<file path="src/rtl/core_exu_div_ctrl.sv">
// Issue/writeback controller for the iterative RV32M divider: operand sign handling, start
// pulse, pipeline stall, flush draining. Define CORE_DIV_CACHE_EN for a one-entry result cache.

`ifndef DATA_BUS_WIDTH
`define DATA_BUS_WIDTH 32
`endif
`ifndef REG_BUS_WIDTH
`define REG_BUS_WIDTH 5
`endif

module core_exu_div_ctrl (
  input  logic                        clk_i,
  input  logic                        rst_n_i,
  input  logic                        req_vld_i,
  input  logic [2:0]                  funct3_i,
  input  logic [`DATA_BUS_WIDTH-1:0]  rs1_data_i,
  input  logic [`DATA_BUS_WIDTH-1:0]  rs2_data_i,
  input  logic [`REG_BUS_WIDTH-1:0]   rd_addr_i,
  input  logic                        flush_i,
  output logic [`DATA_BUS_WIDTH-1:0]  div_data1_o,
  output logic [`DATA_BUS_WIDTH-1:0]  div_data2_o,
  output logic                        div_op_o,
  output logic                        div_q_sign_o,
  output logic                        div_r_sign_o,
  output logic [`REG_BUS_WIDTH-1:0]   div_reg_waddr_o,
  output logic                        div_start_o,
  input  logic [`DATA_BUS_WIDTH-1:0]  div_data_i,
  input  logic                        div_data_vld_i,
  input  logic                        div_hold_i,
  output logic                        stall_o,
  output logic                        wb_en_o,
  output logic [`REG_BUS_WIDTH-1:0]   wb_addr_o,
  output logic [`DATA_BUS_WIDTH-1:0]  wb_data_o,
  output logic                        busy_o
);

  localparam int unsigned DataW = `DATA_BUS_WIDTH;
  localparam int unsigned RegW  = `REG_BUS_WIDTH;

  typedef enum logic [2:0] {StIdle, StStart, StWait, StDone, StDrain} state_e;

  state_e            state_q;
  logic [DataW-1:0]  data1_q, data2_q;
  logic              op_q, q_sign_q, r_sign_q, start_q;
  logic [RegW-1:0]   waddr_q;
  logic              wb_en_q;
  logic [RegW-1:0]   wb_addr_q;
  logic [DataW-1:0]  wb_data_q;

  logic              is_signed, rs1_neg, rs2_neg;
  logic [DataW-1:0]  rs1_mag, rs2_mag;
  logic              q_sign, r_sign, accept;
  logic              cache_hit;
  logic [DataW-1:0]  cache_res;

  // funct3[2] is always set for divides; the divider's busy flag is not used for sequencing.
  logic unused_in;
  assign unused_in = ^{div_hold_i, funct3_i[2]};

  // funct3[0] clear selects the signed forms (DIV/REM), funct3[1] set selects remainder.
  always_comb begin
    is_signed = ~funct3_i[0];
    rs1_neg   = is_signed & rs1_data_i[DataW-1];
    rs2_neg   = is_signed & rs2_data_i[DataW-1];
    rs1_mag   = rs1_neg ? (~rs1_data_i + DataW'(1)) : rs1_data_i;
    rs2_mag   = rs2_neg ? (~rs2_data_i + DataW'(1)) : rs2_data_i;
    q_sign    = is_signed & (rs1_data_i[DataW-1] ^ rs2_data_i[DataW-1]) & (|rs2_data_i);
    r_sign    = rs1_neg;
    accept    = (state_q == StIdle) & req_vld_i & ~flush_i;
  end

`ifdef CORE_DIV_CACHE_EN
  logic              cache_vld_q;
  logic [2:0]        cache_f3_q, pend_f3_q;
  logic [DataW-1:0]  cache_rs1_q, cache_rs2_q, cache_res_q;
  logic [DataW-1:0]  pend_rs1_q, pend_rs2_q;
  logic              cache_fill;

  assign cache_hit  = cache_vld_q & (cache_f3_q == funct3_i) &
                      (cache_rs1_q == rs1_data_i) & (cache_rs2_q == rs2_data_i);
  assign cache_res  = cache_res_q;
  // Only results that actually reach writeback from the divider are remembered.
  assign cache_fill = (state_q == StWait) & div_data_vld_i & ~flush_i;

  always_ff @(posedge clk_i or negedge rst_n_i) begin
    if (!rst_n_i) begin
      cache_vld_q <= 1'b0;
      cache_f3_q  <= '0;
      cache_rs1_q <= '0;
      cache_rs2_q <= '0;
      cache_res_q <= '0;
      pend_f3_q   <= '0;
      pend_rs1_q  <= '0;
      pend_rs2_q  <= '0;
    end else begin
      if (accept && !cache_hit) begin
        pend_f3_q  <= funct3_i;
        pend_rs1_q <= rs1_data_i;
        pend_rs2_q <= rs2_data_i;
      end
      if (cache_fill) begin
        cache_vld_q <= 1'b1;
        cache_f3_q  <= pend_f3_q;
        cache_rs1_q <= pend_rs1_q;
        cache_rs2_q <= pend_rs2_q;
        cache_res_q <= div_data_i;
      end
    end
  end
`else
  assign cache_hit = 1'b0;
  assign cache_res = '0;
`endif

  always_ff @(posedge clk_i or negedge rst_n_i) begin
    if (!rst_n_i) begin
      state_q   <= StIdle;
      data1_q   <= '0;
      data2_q   <= '0;
      op_q      <= 1'b0;
      q_sign_q  <= 1'b0;
      r_sign_q  <= 1'b0;
      waddr_q   <= '0;
      start_q   <= 1'b0;
      wb_en_q   <= 1'b0;
      wb_addr_q <= '0;
      wb_data_q <= '0;
    end else begin
      start_q   <= 1'b0;
      wb_en_q   <= 1'b0;
      wb_addr_q <= '0;
      wb_data_q <= '0;
      unique case (state_q)
        StIdle: begin
          if (accept) begin
            if (cache_hit) begin
              state_q   <= StDone;
              wb_en_q   <= 1'b1;
              wb_addr_q <= rd_addr_i;
              wb_data_q <= cache_res;
            end else begin
              state_q  <= StStart;
              start_q  <= 1'b1;
              data1_q  <= rs1_mag;
              data2_q  <= rs2_mag;
              op_q     <= ~funct3_i[1];
              q_sign_q <= q_sign;
              r_sign_q <= r_sign;
              waddr_q  <= rd_addr_i;
            end
          end
        end
        // A result valid during START predates this request and is ignored.
        StStart: state_q <= flush_i ? StDrain : StWait;
        StWait: begin
          if (div_data_vld_i) begin
            if (flush_i) begin
              state_q <= StIdle;
            end else begin
              state_q   <= StDone;
              wb_en_q   <= 1'b1;
              wb_addr_q <= waddr_q;
              wb_data_q <= div_data_i;
            end
          end else if (flush_i) begin
            state_q <= StDrain;
          end
        end
        StDone:  state_q <= StIdle;
        StDrain: if (div_data_vld_i) state_q <= StIdle;
        default: state_q <= StIdle;
      endcase
    end
  end

  // Low in DONE so the stalled instruction retires in its writeback cycle.
  always_comb begin
    stall_o = 1'b0;
    unique case (state_q)
      StIdle:          stall_o = req_vld_i & ~flush_i;
      StStart, StWait: stall_o = 1'b1;
      StDrain:         stall_o = req_vld_i;
      default:         stall_o = 1'b0;
    endcase
  end

  assign div_data1_o     = data1_q;
  assign div_data2_o     = data2_q;
  assign div_op_o        = op_q;
  assign div_q_sign_o    = q_sign_q;
  assign div_r_sign_o    = r_sign_q;
  assign div_reg_waddr_o = waddr_q;
  assign div_start_o     = start_q;
  assign wb_en_o         = wb_en_q;
  assign wb_addr_o       = wb_addr_q;
  assign wb_data_o       = wb_data_q;
  assign busy_o          = (state_q != StIdle);

endmodule

</file>
<file path="config.mk">
export PLATFORM = sky130hd
export DESIGN_NAME = core_exu_div_ctrl
export DESIGN_NICKNAME = d
export VERILOG_FILES = /design/src/rtl/core_exu_div_ctrl.sv
export SDC_FILE = /design/constraint.sdc
export NUM_CORES = 1
export LEC_CHECK = 0
export ABC_AREA = 1
export CAP_MARGIN = 15
export CORE_ASPECT_RATIO = 0.7
export CORE_MARGIN = 5
export CORE_UTILIZATION = 50
export CTS_BUF_LIST = sky130_fd_sc_hd__clkbuf_4
export CTS_CLUSTER_SIZE = 24
export DETAILED_ROUTE_END_ITERATION = 10
export MAX_ROUTING_LAYER = met4
export PLACE_DENSITY = 0.88
export SLEW_MARGIN = 20
export SYNTH_ARGS = -nofsm -noshare
export SYNTH_HDL_FRONTEND = slang
export SYNTH_SLANG_ARGS = --single-unit
</file>
<file path="constraint.sdc">
create_clock -name clk_i -period 3.25 [get_ports clk_i]
set_clock_uncertainty 0.1 [all_clocks]
set_input_delay 0.975 -clock clk_i [delete_from_list [all_inputs] [get_ports clk_i]]
set_output_delay 0.975 -clock clk_i [all_outputs]
set_load 0.02 [all_outputs]
</file>
After elaboration in Yosys (flattened, before gate mapping):

Index checks and enable logic that the tools add are counted.
Widths: inputs -> output; s select.

* bits in registers: 114
* bits in latches: 0
* RAM bits: 0
* bits in read-only memories: 0
* input bits: 110
* word-level logic and storage cells: 59
* memories: 0

* $add $sub $neg: 2
* $mul: 0
* div/mod/pow operators: 0
* $lt $le $gt $ge: 0
* eq/ne operators: 6
* shift-type cells: 0
* muxes and demuxes: 21
* bitwise gates (word level): 13
* reduce and logical (&&, ||, !) cells: 6

Operator list (number)
* $mux 32: 5
* $add 32x1->32 const B: 2
* $not 32->32: 2
* $reduce_or 32->1: 1
* $mux 3: 5
* $mux 5: 3
* $pmux 3 s4: 1
* $and 1x1->1: 7
* $mux 1: 5
* $ne 2x2->1 const B: 2
* $eq 3x1->1 const B: 1
* $eq 3x2->1 const B: 1
* $eq 3x3->1 const B: 1
* $logic_not 3->1: 1
* $ne 3x3->1 const B: 1
* $not 1->1: 3
* $pmux 1 s3: 1
* $reduce_and 3->1: 1
* $reduce_bool 3->1: 1
* $mux 2: 1
* $reduce_and 2->1: 1
* $reduce_or 2->1: 1
* $xor 1x1->1: 1

Longest topological paths before layout:

Gate-level depths: netlist (run 1).

* depth after elaboration: 5
* depth in mapped cells: 11
* mapped depth without buffers: 11

Least setup slack after synthesis (run 1):

No wires, ideal clock.

* path kind: input to output
* start: in flush_i
* end: out stall_o
* arrival time: 1.700 ns
* data required time: 2.175 ns
* slack: 0.475 ns
* stages on the path: 6
* cell sequence: inv_1 nand2_1 nor2_4 inv_2 buf_2 o2111ai_1

* word-level cells in the longest chain between the ends: 3

RTL lines
* start, declared: line 19 `input logic flush_i,`
* $not 1->1: line 180 `StIdle: stall_o = req_vld_i & ~flush_i;`
* $and 1x1->1: line 180
* $pmux 1 s3: line 179 `unique case (state_q)`
* end, declared: line 30 `output logic stall_o,`

Every way passes these cells.

Final worst setup path (run 1):

Same ends and word-level chain as after synthesis.

==> impl_metrics.env, run 1 <==
export IMPL_outcome="finished clean"
export IMPL_grt_usage=0.271
export IMPL_hold_path_class="in -> async"
export IMPL_max_freq_mhz=324
export IMPL_gp_congestion=0.946
export IMPL_crit_fanout=2
export IMPL_synth_simple_area_share=0.351
export IMPL_synth_cells=822
export IMPL_avgSynthCellArea_um2=7.44
export IMPL_port_buffers=220
export IMPL_drive_gt1_frac=0.0606
export IMPL_synthMuxAreaShare=0
export IMPL_grt_max_degree=91
export IMPL_diodes=0
export IMPL_start_kind="primary input"
export IMPL_cts_hold_repair_buffers=0
export IMPL_rsz0062_at_grt="false"
export IMPL_cts_sinks=114
export IMPL_setup_viol=0
export IMPL_syn_nets=934
export IMPL_core_area_um2=11900
export IMPL_layout_commonest_cell="nand2_1"
export IMPL_yosys_warnings=0
export IMPL_overflow=0
export IMPL_antenna_found_initial=0
export IMPL_stdcell_count=1213
export IMPL_worstPathArrival_ns=2.02
export IMPL_pwr_share_seq=0.361
export IMPL_fill_cells=944
export IMPL_synth_compound_area_frac=0.0562
export IMPL_critPathCaptureType="output pin"
export IMPL_synth_top_cell_area_share=0.466
export IMPL_yosys_area_share_adder=0.00409
export IMPL_areaGrowthSynthToFinish_pct=41.9
export IMPL_vdd_drop_max_v=0.000637
export IMPL_ys_ff_latch=114
export IMPL_io_pins=223
export IMPL_reg2reg_depth=7
export IMPL_yosys_area_top_type="dfrtp_1"
export IMPL_r2r_start="state_q[2]"
export IMPL_r2r_end="state_q[0]"
export IMPL_clkPwrFrac=0.179
export IMPL_cts_tree="built"
export IMPL_maxCapViolations=0
export IMPL_fin_crit_ns=3.09
export IMPL_clock_tree_root_cell="clkbuf_4"
export IMPL_route_detailed_drc=0
export IMPL_placement_rows=33
export IMPL_r2r_slack_ns=1.19
export IMPL_fin_crit_sh=0.951
export IMPL_fin_nets=1156
export IMPL_p_leak_nw=4.19
export IMPL_firstDrtPassIters=5
export IMPL_clk_path_buf_depth=2
export IMPL_fp_dieArea_um2=14600
export IMPL_wl_per_cell_um=15.7
export IMPL_internal_power_mw=3.55
export IMPL_cp_slowest_cell="clkdlybuf4s50_1"
export IMPL_clkTransAtPathRegs_ns=0.12
export IMPL_finalSetupTns_ns=0
export IMPL_crit_chain="clkdlybuf4s50_1, inv_1, nand2_1, nor2_4, inv_2, o2111ai_1, clkbuf_2"
export IMPL_worst_pin_slew_ns=0.893
export IMPL_grt_pass1_vias=5885
export IMPL_ant_nets=0
export IMPL_slew_headroom=0.404
export IMPL_synthXorXnorAreaFrac=0.0344
export IMPL_drtIter0Drc=471
export IMPL_sw_frac_of_total=0.402
export IMPL_routed_wl_mm=19.0
export IMPL_synth_top_family_by_area="simple AND/OR/NAND/NOR gates"
export IMPL_cp_required_ns=2.17
export IMPL_dpl_cell_count=1182
export IMPL_die_w_um=142
export IMPL_insertion_delay_ns=0.50
export IMPL_final_cell_mix="nand2_1 (255), clkdlybuf4s50_1 (218), nor2_1 (125)"
export IMPL_htreeDepth=4
export IMPL_hold_violations=0
export IMPL_routed_via_density=5.11
export IMPL_dieHeight_um=103
export IMPL_comb_power_share=0.461
export IMPL_post_cts_buffers=0
export IMPL_start_util=0.516
export IMPL_path_class="in -> out"
export IMPL_grt_pass1_wl_mm=30.1
export IMPL_slew_violations=0
export IMPL_synth_area_um2=6120
export IMPL_path_delay_family="buffers and inverters"
export IMPL_p_per_area_nw_per_um2=684
export IMPL_synth_top_cells_by_area="dfrtp_1 (47%), nand2_1 (16%), nor2_1 (7.7%)"
export IMPL_power_switching_mw=2.39
export IMPL_seq_area_frac_synth=0.466
export IMPL_synth_distinct_cells=35
export IMPL_crit_buf_inv=4
export IMPL_dp_hpwl_mm=14.8
export IMPL_critPathMaxStageDelay_ns=0.42
export IMPL_vias=6193
export IMPL_cts_buffers=17
## through the flow
step	util	setup WS (ns)	hold slack, ns	total power, mW	instance area (um2)
floorplan	-	0.475	0.420	3.52	6120
global placement	0.709	-0.226	0.362	4.85	8400
detailed placement	0.709	-0.266	0.365	4.92	8400
CTS	0.733	0.00894	0.299	6.00	8690
global route	0.733	0.0777	0.298	6.32	8680
finish	0.733	0.159	0.324	5.94	8680
## cells in the mapped netlist, drive strengths merged
cell	number
nand2	262
nand3	82
a21o	4
o21bai	1
dfrtp	114
nand4	14
nor2	132
xnor2	6
nor3	4
ha	2
a21boi	1
buf	22
o21ai	48
o2111ai	1
o22ai	2
and2	1
clkbuf	4
xor2	18
a31oi	4
nand3b	9
inv	90
a21oi	1
## per-layer routing
metal  vias to the layer above  global-route usage  part of all wire
li1                       3025                   -                 -
met1                      2838               0.372              0.45
met2                       306               0.404              0.43
met3                        24              0.0770              0.10
met4                         0              0.0597             0.015
met5                         -                   -                 0
## area by class of cell
type | instances | area, um2 | share of cell area
multi-input cells | 592 | 2730 | 0.314
clock inverters | 14 | 155 | 0.0179
inverters | 90 | 338 | 0.0389
repair buffers | 229 | 2290 | 0.263
well taps | 157 | 196 | 0.0226
flip-flops and latches | 114 | 2850 | 0.329
clock buffers | 17 | 128 | 0.0147
## power groups by stage
stage	Combinational [mW]	Sequential (mW)	Clock, mW
5_1_grt	2.95	2.21	1.16
2_1_floorplan	0.830	2.69	0
4_1_cts	2.76	2.14	1.09
3_5_place_dp	2.75	2.16	0
6_report	2.74	2.14	1.06
3_3_place_gp	2.70	2.15	0
## logic make-up after synthesis
family / Yosys count
xor gates and xnor gates: 24
and+or+nand+nor: 504
AOI/OAI and AO/OA: 62
adders and majority gates: 2
DFF: 114
buffers and inverters: 116
## state kept, by name, indices dropped and copies added (netlist names)
name	cells
wb_data_o	32
div_data1_o	32
state_q	3
wb_addr_o	5
div_start_o	1
div_op_o	1
div_data2_o	32
div_reg_waddr_o	5
div_r_sign_o	1
wb_en_o	1
div_q_sign_o	1
## worst max path at each step
stage / start / to / depth (start not counted)
2_1_floorplan: flush_i / stall_o / 6
5_1_grt: flush_i / stall_o / 7
6_report: flush_i / stall_o / 7
3_5_place_dp: flush_i / stall_o / 7
3_3_place_gp: flush_i / stall_o / 7
4_1_cts: flush_i / stall_o / 7
## repair_timing
action	in CTS	in global routing
gates cloned	0	0
gates resized for setup	1	2
endpoints found under the setup margin	1	1
(Power assumes the default switching activity.)
==> inputs of run 2 (changes only) <==
- CORE_ASPECT_RATIO: 0.7 -> 0.8
- CORE_UTILIZATION: 50 -> 46
- PLACE_DENSITY: 0.88 -> 0.82
- clock period: 3.25 -> 3.2 ns (I/O delays scaled with it)
==> impl_metrics.env, run 2 (synthesis gave the netlist of run 1 again) <==
export IMPL_outcome="finished clean"
export IMPL_crit_chain="clkdlybuf4s50_1, nand2_1, nor2_4, inv_2, o2111ai_1, buf_2"
export IMPL_clock_tree_root_cell="clkbuf_4"
export IMPL_critPathMaxStageDelay_ns=0.50
export IMPL_wl_per_cell_um=15.2
export IMPL_fin_nets=1158
export IMPL_slew_violations=0
export IMPL_vdd_drop_max_v=0.000522
export IMPL_whs_ns=0.223
export IMPL_cts_tree="built"
export IMPL_cts_buffers=17
export IMPL_worst_pin_slew_ns=0.883
export IMPL_dp_hpwl_mm=14.4
export IMPL_postPlaceCellArea_um2=8430
export IMPL_grt_pass1_wl_mm=29.7
export IMPL_finalSetupTns_ns=0
export IMPL_io_pins=223
export IMPL_cp_slowest_cell="clkdlybuf4s50_1"
export IMPL_grt_max_degree=91
export IMPL_placement_rows=37
export IMPL_routed_wl_mm=18.7
export IMPL_cts_hold_repair_buffers=0
export IMPL_die_w_um=139
export IMPL_antenna_found_initial=1
export IMPL_vias=6095
export IMPL_cts_sinks=114
export IMPL_max_freq_mhz=324
export IMPL_crit_fanout=2
export IMPL_start_kind="primary input"
export IMPL_final_cell_mix="nand2_1 (255), clkdlybuf4s50_1 (218), nor2_1 (125)"
export IMPL_worst_slack_ns=0.112
export IMPL_final_core_util=0.672
export IMPL_dp_slack_ns=-0.317
export IMPL_p_per_area_nw_per_um2=693
export IMPL_finalInstanceArea_um2=8720
export IMPL_crit_buf_inv=3
export IMPL_cp_required_ns=2.14
export IMPL_port_buffers=220
export IMPL_insertion_delay_ns=0.54
export IMPL_route_detailed_drc=0
export IMPL_path_delay_family="buffers and inverters"
export IMPL_critPathCaptureType="output pin"
export IMPL_overflow=0
export IMPL_layout_commonest_cell="nand2_1"
export IMPL_grt_pass1_vias=5887
export IMPL_grt_usage=0.245
export IMPL_slew_headroom=0.411
export IMPL_fin_crit_ns=3.09
export IMPL_hold_violations=0
export IMPL_total_power_mw=6.04
export IMPL_htreeDepth=4
export IMPL_setup_viol=0
export IMPL_clk_path_buf_depth=2
export IMPL_routed_via_density=4.94
export IMPL_areaGrowthSynthToFinish_pct=42.5
export IMPL_dieHeight_um=113
export IMPL_clkTransAtPathRegs_ns=0.11
export IMPL_drive_gt1_frac=0.0633
export IMPL_ant_nets=0
export IMPL_start_util=0.472
export IMPL_dpl_cell_count=1202
export IMPL_maxCapViolations=0
export IMPL_fp_dieArea_um2=15700
export IMPL_firstDrtPassIters=5
export IMPL_fin_crit_sh=0.965
export IMPL_path_class="in -> out"
export IMPL_p_leak_nw=4.20
export IMPL_drtIter0Drc=410
export IMPL_stdcell_count=1235
export IMPL_hold_path_class="in -> async"
export IMPL_gp_congestion=0.912
export IMPL_worstPathArrival_ns=2.03
export IMPL_core_area_um2=13000
export IMPL_rsz0062_at_grt="false"
-- run 2: changes by cell type in the layout (fill, tap and decap cells not counted) --
cell      change
buf_4         +3
clkbuf_4      +1
buf_12        -1
diode_2       +1
buf_2         +1
clkinv_4      +1
inv_6         -1
clkbuf_2      -1
-- run 2: power by group --
part	switching, mW	internal [mW]	total (mW)	leakage [nW]
Sequential	0.276	1.91	2.19	1.48
Clock	0.616	0.482	1.10	0.154
Combinational	1.52	1.23	2.75	2.57
Total	2.42	3.62	6.04	4.20
-- run 2: area by class of cell --
cell class,count,area [um2]
fill,1121,4250
sequential,114,2850
multi-input combinational,592,2730
timing repair buffer,231,2290
inverter,90,338
tap,175,219
clock inverter,14,155
clock buffer,18,135
antenna,1,2.50
-- run 2: per-layer routing --
layer  global-route usage  wire (um)
met4               0.0730        278
met2                0.373       8420
met3               0.0748       1470
met5                    -          0
met1                0.318       8580
-- run 2: timing repair --
action                     4_1_cts  5_1_grt
buffers inserted                 0        0
cloned                           0        0
setup endpoints to repair        1        1
pin swaps                        0        0
resized for setup                3        1
-- run 2: worst paths after layout --
path                              endpoint  slack [ns]  cells past startpoint       startpoint
max                                stall_o        0.11                      6        req_vld_i
max reg2reg                     state_q[0]        1.10                      7       state_q[2]
max in group asynchronous       state_q[0]        2.04                      2          rst_n_i
min                                wb_en_o        0.22                      1          rst_n_i
min reg2reg                div_data2_o[17]        0.39                      2  div_data2_o[17]
min in group clk_i         div_data2_o[17]        0.39                      2  div_data2_o[17]
-- run 2: worst register-to-register path, cell delays in order, from the launching register on --
cell and delay (ns):
dfrtp_1 0.43, nor2_2 0.18, nand2_2 0.13, nor2_4 0.13, buf_4 0.50, nor2_1 0.11
a21oi_1 0.25, a21boi_0 0.20
==> inputs of run 3 (changes only) <==
- CAP_MARGIN: 15 -> 25
==> results of run 3 <==
Same layout as run 2: the final DEF is identical, and so are final timing and power.
